--- config.mk ---
export PLATFORM = sky130hd
export DESIGN_NAME = booth_mul_seq
export DESIGN_NICKNAME = d
export VERILOG_FILES = /design/src/rtl/booth_pkg.sv /design/src/rtl/booth_sel.sv /design/src/rtl/booth_mul_seq.sv
export SDC_FILE = /design/constraint.sdc
export NUM_CORES = 1
export LEC_CHECK = 0
export ABC_CLOCK_PERIOD_IN_PS = 8200
export BUFFER_PORTS_ARGS = -buffer_cell sky130_fd_sc_hd__buf_2
export CORE_MARGIN = 2
export CORE_UTILIZATION = 60
export CTS_CLUSTER_SIZE = 25
export DETAILED_ROUTE_END_ITERATION = 6
export PLACE_DENSITY = 0.89
export SLEW_MARGIN = 20
export SYNTH_ARGS = -nofsm -noshare
export SYNTH_HDL_FRONTEND = slang
export SYNTH_SLANG_ARGS = --single-unit
export TNS_END_PERCENT = 50
--- constraint.sdc ---
create_clock -name clk -period 8.2 [get_ports clk]
set_clock_uncertainty 0.15 [all_clocks]
set_input_delay 2.46 -clock clk [delete_from_list [all_inputs] [get_ports clk]]
set_output_delay 2.46 -clock clk [all_outputs]
set_load 0.05 [all_outputs]
--- src/rtl/booth_pkg.sv ---
// booth_pkg
// Shared definitions for the sequential radix-4 Booth multiplier:
//   - state_e      : FSM states of booth_mul_seq (IDLE, CALC, DONE)
//   - DIG_*        : 3-bit Booth digit encodings {b[2i+1], b[2i], b[2i-1]}
//   - BOOTH_DIGITS : number of radix-4 digits retired for a given operand width
package booth_pkg;

  typedef enum logic [1:0] {
    IDLE = 2'd0,
    CALC = 2'd1,
    DONE = 2'd2
  } state_e;

  localparam logic [2:0] DIG_ZERO_P = 3'b000;
  localparam logic [2:0] DIG_P1_A   = 3'b001;
  localparam logic [2:0] DIG_P1_B   = 3'b010;
  localparam logic [2:0] DIG_P2     = 3'b011;
  localparam logic [2:0] DIG_M2     = 3'b100;
  localparam logic [2:0] DIG_M1_A   = 3'b101;
  localparam logic [2:0] DIG_M1_B   = 3'b110;
  localparam logic [2:0] DIG_ZERO_N = 3'b111;

  // One extra digit beyond WIDTH/2 absorbs the top multiplier bit in unsigned mode.
  function automatic int BOOTH_DIGITS(input int width);
    return width / 2 + 1;
  endfunction

endpackage

--- src/rtl/booth_sel.sv ---
// booth_sel
// Combinational radix-4 Booth partial-product selector.
// Ports:
//   digit  in  3  Booth digit {m[2i+1], m[2i], m[2i-1]}
//   mcand  in  W  current (already shifted) multiplicand
//   pp     out W  selected partial product; one's complement for negative digits
//   neg    out 1  +1 correction completing the two's complement of pp
module booth_sel #(
  parameter int W = 66
) (
  input  logic [2:0]   digit,
  input  logic [W-1:0] mcand,
  output logic [W-1:0] pp,
  output logic         neg
);
  import booth_pkg::*;

  // Negative digits return the inverted operand; the caller adds neg so the
  // two's-complement carry-in costs no separate adder.
  always_comb begin
    pp  = '0;
    neg = 1'b0;
    case (digit)
      DIG_ZERO_P, DIG_ZERO_N: pp = '0;
      DIG_P1_A, DIG_P1_B:     pp = mcand;
      DIG_P2:                 pp = mcand << 1;
      DIG_M2: begin
        pp  = ~(mcand << 1);
        neg = 1'b1;
      end
      DIG_M1_A, DIG_M1_B: begin
        pp  = ~mcand;
        neg = 1'b1;
      end
    endcase
  end

endmodule

--- src/rtl/booth_mul_seq.sv ---
// booth_mul_seq
// Iterative radix-4 Booth multiplier retiring one digit per clock.
// Ports:
//   clk, resetn           clock (rising edge), asynchronous active-low reset
//   in_valid / in_ready   operand handshake; in_ready high only in IDLE
//   a, b                  multiplicand / multiplier (WIDTH bits)
//   is_signed             1 = two's-complement operands, sampled at accept
//   cancel                synchronous abort of the in-flight operation
//   out_valid / out_ready product handshake; out_valid high only in DONE
//   result                2*WIDTH-bit product a*b, held until handshake
module booth_mul_seq #(
  parameter int WIDTH = 32
) (
  input  logic                 clk,
  input  logic                 resetn,
  input  logic                 in_valid,
  output logic                 in_ready,
  input  logic [WIDTH-1:0]     a,
  input  logic [WIDTH-1:0]     b,
  input  logic                 is_signed,
  input  logic                 cancel,
  output logic                 out_valid,
  input  logic                 out_ready,
  output logic [2*WIDTH-1:0]   result
);
  import booth_pkg::*;

  localparam int AW = 2 * WIDTH + 2;
  localparam int MW = WIDTH + 3;
  localparam int N  = BOOTH_DIGITS(WIDTH);
  localparam int CW = $clog2(N + 1);
  localparam logic [CW-1:0] LAST = CW'(N - 1);

  state_e            state_q, state_d;
  logic [AW-1:0]     mcand_q, mcand_d;
  logic [MW-1:0]     mplier_q, mplier_d;
  logic [AW-1:0]     acc_q, acc_d;
  logic [CW-1:0]     count_q, count_d;
  logic [2*WIDTH-1:0] result_q, result_d;

  logic [AW-1:0]     pp;
  logic              neg;
  logic              ext;

  assign ext = is_signed & b[WIDTH-1];

  booth_sel #(.W(AW)) u_sel (
    .digit (mplier_q[2:0]),
    .mcand (mcand_q),
    .pp    (pp),
    .neg   (neg)
  );

  // Next-state and datapath. The multiplier carries a zero below its LSB so the
  // first digit sees b[-1]=0, and two extension bits so the last digit covers
  // b[WIDTH-1] correctly in both signed and unsigned mode.
  always_comb begin
    state_d  = state_q;
    mcand_d  = mcand_q;
    mplier_d = mplier_q;
    acc_d    = acc_q;
    count_d  = count_q;
    result_d = result_q;
    case (state_q)
      IDLE: begin
        if (in_valid && !cancel) begin
          state_d  = CALC;
          mcand_d  = is_signed ? {{(AW-WIDTH){a[WIDTH-1]}}, a}
                               : {{(AW-WIDTH){1'b0}}, a};
          mplier_d = {ext, ext, b, 1'b0};
          acc_d    = '0;
          count_d  = '0;
        end
      end
      CALC: begin
        if (cancel) begin
          state_d  = IDLE;
          result_d = '0;
        end else begin
          acc_d    = acc_q + pp + {{(AW-1){1'b0}}, neg};
          mplier_d = {{2{mplier_q[MW-1]}}, mplier_q[MW-1:2]};
          mcand_d  = {mcand_q[AW-3:0], 2'b00};
          count_d  = count_q + CW'(1);
          if (count_q == LAST) begin
            state_d  = DONE;
            result_d = acc_d[2*WIDTH-1:0];
          end
        end
      end
      DONE: begin
        // A cancel coincident with the handshake still clears the product.
        if (cancel) begin
          state_d  = IDLE;
          result_d = '0;
        end else if (out_ready) begin
          state_d = IDLE;
        end
      end
      default: state_d = IDLE;
    endcase
  end

  always_ff @(posedge clk or negedge resetn) begin
    if (!resetn) begin
      state_q  <= IDLE;
      mcand_q  <= '0;
      mplier_q <= '0;
      acc_q    <= '0;
      count_q  <= '0;
      result_q <= '0;
    end else begin
      state_q  <= state_d;
      mcand_q  <= mcand_d;
      mplier_q <= mplier_d;
      acc_q    <= acc_d;
      count_q  <= count_d;
      result_q <= result_d;
    end
  end

  assign in_ready  = (state_q == IDLE);
  assign out_valid = (state_q == DONE);
  assign result    = result_q;

endmodule

==> results.md <==
* IO Count at 136
* Crit-path most repeated cell: o21ai_1
* R2r endpoint: result[60]$_DFFE_PN0P_
* Worst slew margin at 0.275
* Layout cell share with drive strength beyond 1 at 0.129
* Fin. Hold Viols at 0
* Drt via density at 6.47
* DRT iter0 DRCs at 1197
* Main combinational cell family by area after synthesis: compound AO/OA/AOI/OAI gates
* Final Cycle Share at 0.626
* Pin count of the biggest net entering global routing at 97
* Adder-cell share of the synthesized area at 0.0596
* Full die area at 0.0247 mm²
* Crit-path cells: nand2_1 > nor2_4 > buf_4 > a22oi_1 > o21ai_0 > ha_1 > nand3_1 > nor4b_1 > nand2_1 > nor2_1 > a41oi_1 > o21ai_1 > o21ai_1 > o21ai_1 > mux2i_1 > o21ai_1
* Final worst path period need at 5.13 ns
* Mapped Cells at 1518
* Top_reg_cell synth: dfrtp_1
* Clk slew on worst S/H paths at 0.06 ns
* Worst EP arrival at 5.38 ns
* Final nets at 1717
* Type of the worst setup path: flop to flop
* CTS tree: built
* Maximum clock path buffer count at 3
* Final instance area at 0.0158 mm²
* CTS sink cnt at 234
* Residual DRC at 0
* Most frequent cells in the layout: dfrtp_1, nand2_1, buf_2
* Critical Path Fanout Max at 34
* Post-CTS Setup Bufs at 0
* Worst slew pin tran at 1.09 ns
* CORE AREA at 0.0233 mm²
* Clock Latency Late Sink at 0.53 ns
* Syn Area/Cell at 9.29 µm²
* Setup ws final at 3.07 ns
* RSZ-0062 raised after global routing: false
* Die Height at 157 µm
* R2r startpoint: mplier_q[1]$_DFFE_PN0P_
* Crit. Startpoint: mplier_q[1]$_DFFE_PN0P_
* Vias in the first global route at 11700
* CP Buf/Inv Count at 1
* Top cell type by total area after synthesis: dfrtp_1
* Power consumption at 0.00574 W
* Area contributors post-synth: dfrtp_1, a22o_1, a22oi_1, ha_1, nand2_1
* IO Port Bufs at 135
* Dpl ws at 2.87 ns
* # diodes at 0
* Total global-route track usage at 0.293
* R2R Setup Slk at 3.07 ns
* Setup TNS at 0 ns
* Crit path max-delay cell type: nor4b_1
* First-pass GRT wire length at 59500 µm
* Hold crit path type: flop to flop
* CP endpoint: result[60]$_DFFE_PN0P_
* Yosys warnings at 0
* Area growth, synth to finish at 11.8%
* Antenna violations before repair at 0
* Gr ovfl total at 0
* H-tree levels at 1
* Mapped Area at 0.0141 mm²
* Share of synthesized registers carrying an async set or reset at 1.00
* Critical path depth at 16
* Simple-gate share of the synthesized area at 0.116
* Initial Util at 0.606
* Clk root buf: clkbuf_16
* Mux cell area share after synthesis at 0.00213
* Net Count, Synth at 1654
* FMAX at 0.195 GHz
* Final Setup Violations at 0
* Commonest non-fill, non-tap cell in the layout: dfrtp_1
* CTS buffer count at 26
* Dpl hpwl at 24400 µm
* Synth unique cells at 62
* Sequential share of the synthesized area at 0.415
* Post-CTS resize count at 0
* Compound-cell area share of the yosys netlist at 0.293
* Max VDD drop at 0.000216 V
* Area post-placement at 0.0149 mm²
* Length of the first detailed-routing pass in iterations at 6
* R2R cell count at 16
* Pins Over Slew Limit at 0
* Max capacitance violation total at 0
* Die Width at 157 µm
* Number of flops mapped to enable cells by yosys at 0
* Crit path launch type: flop
* Seq cells post-synth at 234
* Top Family by Delay on Critical Path: simple AND/OR/NAND/NOR gates
* Share of the synthesized area in the top cell type at 0.415
* Cts hold-fix bufs at 0
* GPL Wtd Cong at 0.980
* Final Routed Wirelength at 36300 µm
* Via count at 12400
* Worst setup EP type: flop
* Lkg Pwr at 7.79 nW
* Routed wire length per instance at 18.9 µm
* Status: finished clean
* Slowest stage delay, CP at 0.73 ns
* Synth Area in XOR/XNOR at 0.0783
* Row cnt at 56
* Antenna Violating Nets Remaining at 0
* Worst Path Required at 8.45 ns
* Cell Pwr Density at 364 mW/mm²
[area by class of cell]
type	count	area (µm²)
Clock buffer	37	753
Clock inverter	9	104
Fill cell	1799	7500
Inverter	18	67.6
Multi-Input combinational cell	1154	7800
Sequential cell	234	5860
Tap cell	319	399
Timing Repair Buffer	147	776
[kinds of logic (layout without fill, tap and decap cells)]
logic type,count (synthesis),count (layout)
XOR/XNOR,126,126
buffers and inverters,130,211
AO/OA/AOI/OAI,586,586
AND/OR/NAND/NOR,373,373
adder cells (fa/ha/maj),66,66
multiplexers,3,3
flip-flops,234,234
[cell usage after synthesis, types with 13 or more instances]
cell type	number
dfrtp_1	234
nand2_1	212
a22oi_1	124
o21ai_0	114
a22o_1	111
clkbuf_1	91
xor2_1	86
a21oi_1	80
ha_1	64
nor2_1	57
xnor2_1	40
a21o_1	34
a221o_1	30
nand3_1	26
nand4_1	23
o21bai_1	21
inv_1	18
nor3_1	13
o21ai_1	13
[state kept, by name (all words and copies together) (netlist names)]
register	count
acc_q	64
count_q	5
mcand_q	64
mplier_q	35
result	64
state_q	2
[per-stage QoR]
stage                     hold WS, ns  utilization  cells
after floorplan                 0.296            -   1518
after global placement          0.308        0.640   1872
after detailed placement        0.313        0.640   1872
after CTS                       0.329        0.677   1918
after global routing            0.349        0.677   1918
final                           0.323        0.677   1918
[metal layers]
metal | GRT usage | routed length (µm) | vias to the layer above
met5 | 0 | 0 | -
met4 | 0.0701 | 636 | 0
met3 | 0.0421 | 2510 | 72
met2 | 0.469 | 17100 | 526
met1 | 0.422 | 16100 | 6049
li1 | - | - | 5761
[worst min path at each step]
stage,from,endpoint,slack [ns],cells after the start
detailed placement,mplier_q[19]$_DFFE_PN0P_,mplier_q[19]$_DFFE_PN0P_,0.31,2
global route,mplier_q[7]$_DFFE_PN0P_,mplier_q[7]$_DFFE_PN0P_,0.35,2
floorplan,mplier_q[10]$_DFFE_PN0P_,mplier_q[10]$_DFFE_PN0P_,0.30,2
global placement,mplier_q[30]$_DFFE_PN0P_,mplier_q[30]$_DFFE_PN0P_,0.31,2
CTS,mplier_q[19]$_DFFE_PN0P_,mplier_q[19]$_DFFE_PN0P_,0.33,2
finish,mplier_q[19]$_DFFE_PN0P_,mplier_q[19]$_DFFE_PN0P_,0.32,2
[worst reg2reg max path: stages (launching register included)]
cell	delay (ns)
dfrtp_1	0.47
nand2_1	0.16
nor2_4	0.63
buf_4	0.48
a22oi_1	0.15
o21ai_0	0.18
ha_1	0.31
nand3_1	0.21
nor4b_1	0.73
nand2_1	0.12
nor2_1	0.13
a41oi_1	0.10
o21ai_1	0.34
o21ai_1	0.22
o21ai_1	0.30
mux2i_1	0.26
o21ai_1	0.07
[where the power goes]
| group | leakage (nW) | switching [W] | total, W | internal [W] |
|---|---|---|---|---|
| combinational | 4.27 | 0.00180 | 0.00289 | 0.00109 |
| sequential | 3.10 | 0.000250 | 0.00166 | 0.00141 |
| clock | 0.417 | 0.000479 | 0.00118 | 0.000700 |
| total | 7.79 | 0.00253 | 0.00574 | 0.00320 |
No activity file was read; power rests on OpenSTA's default activity.
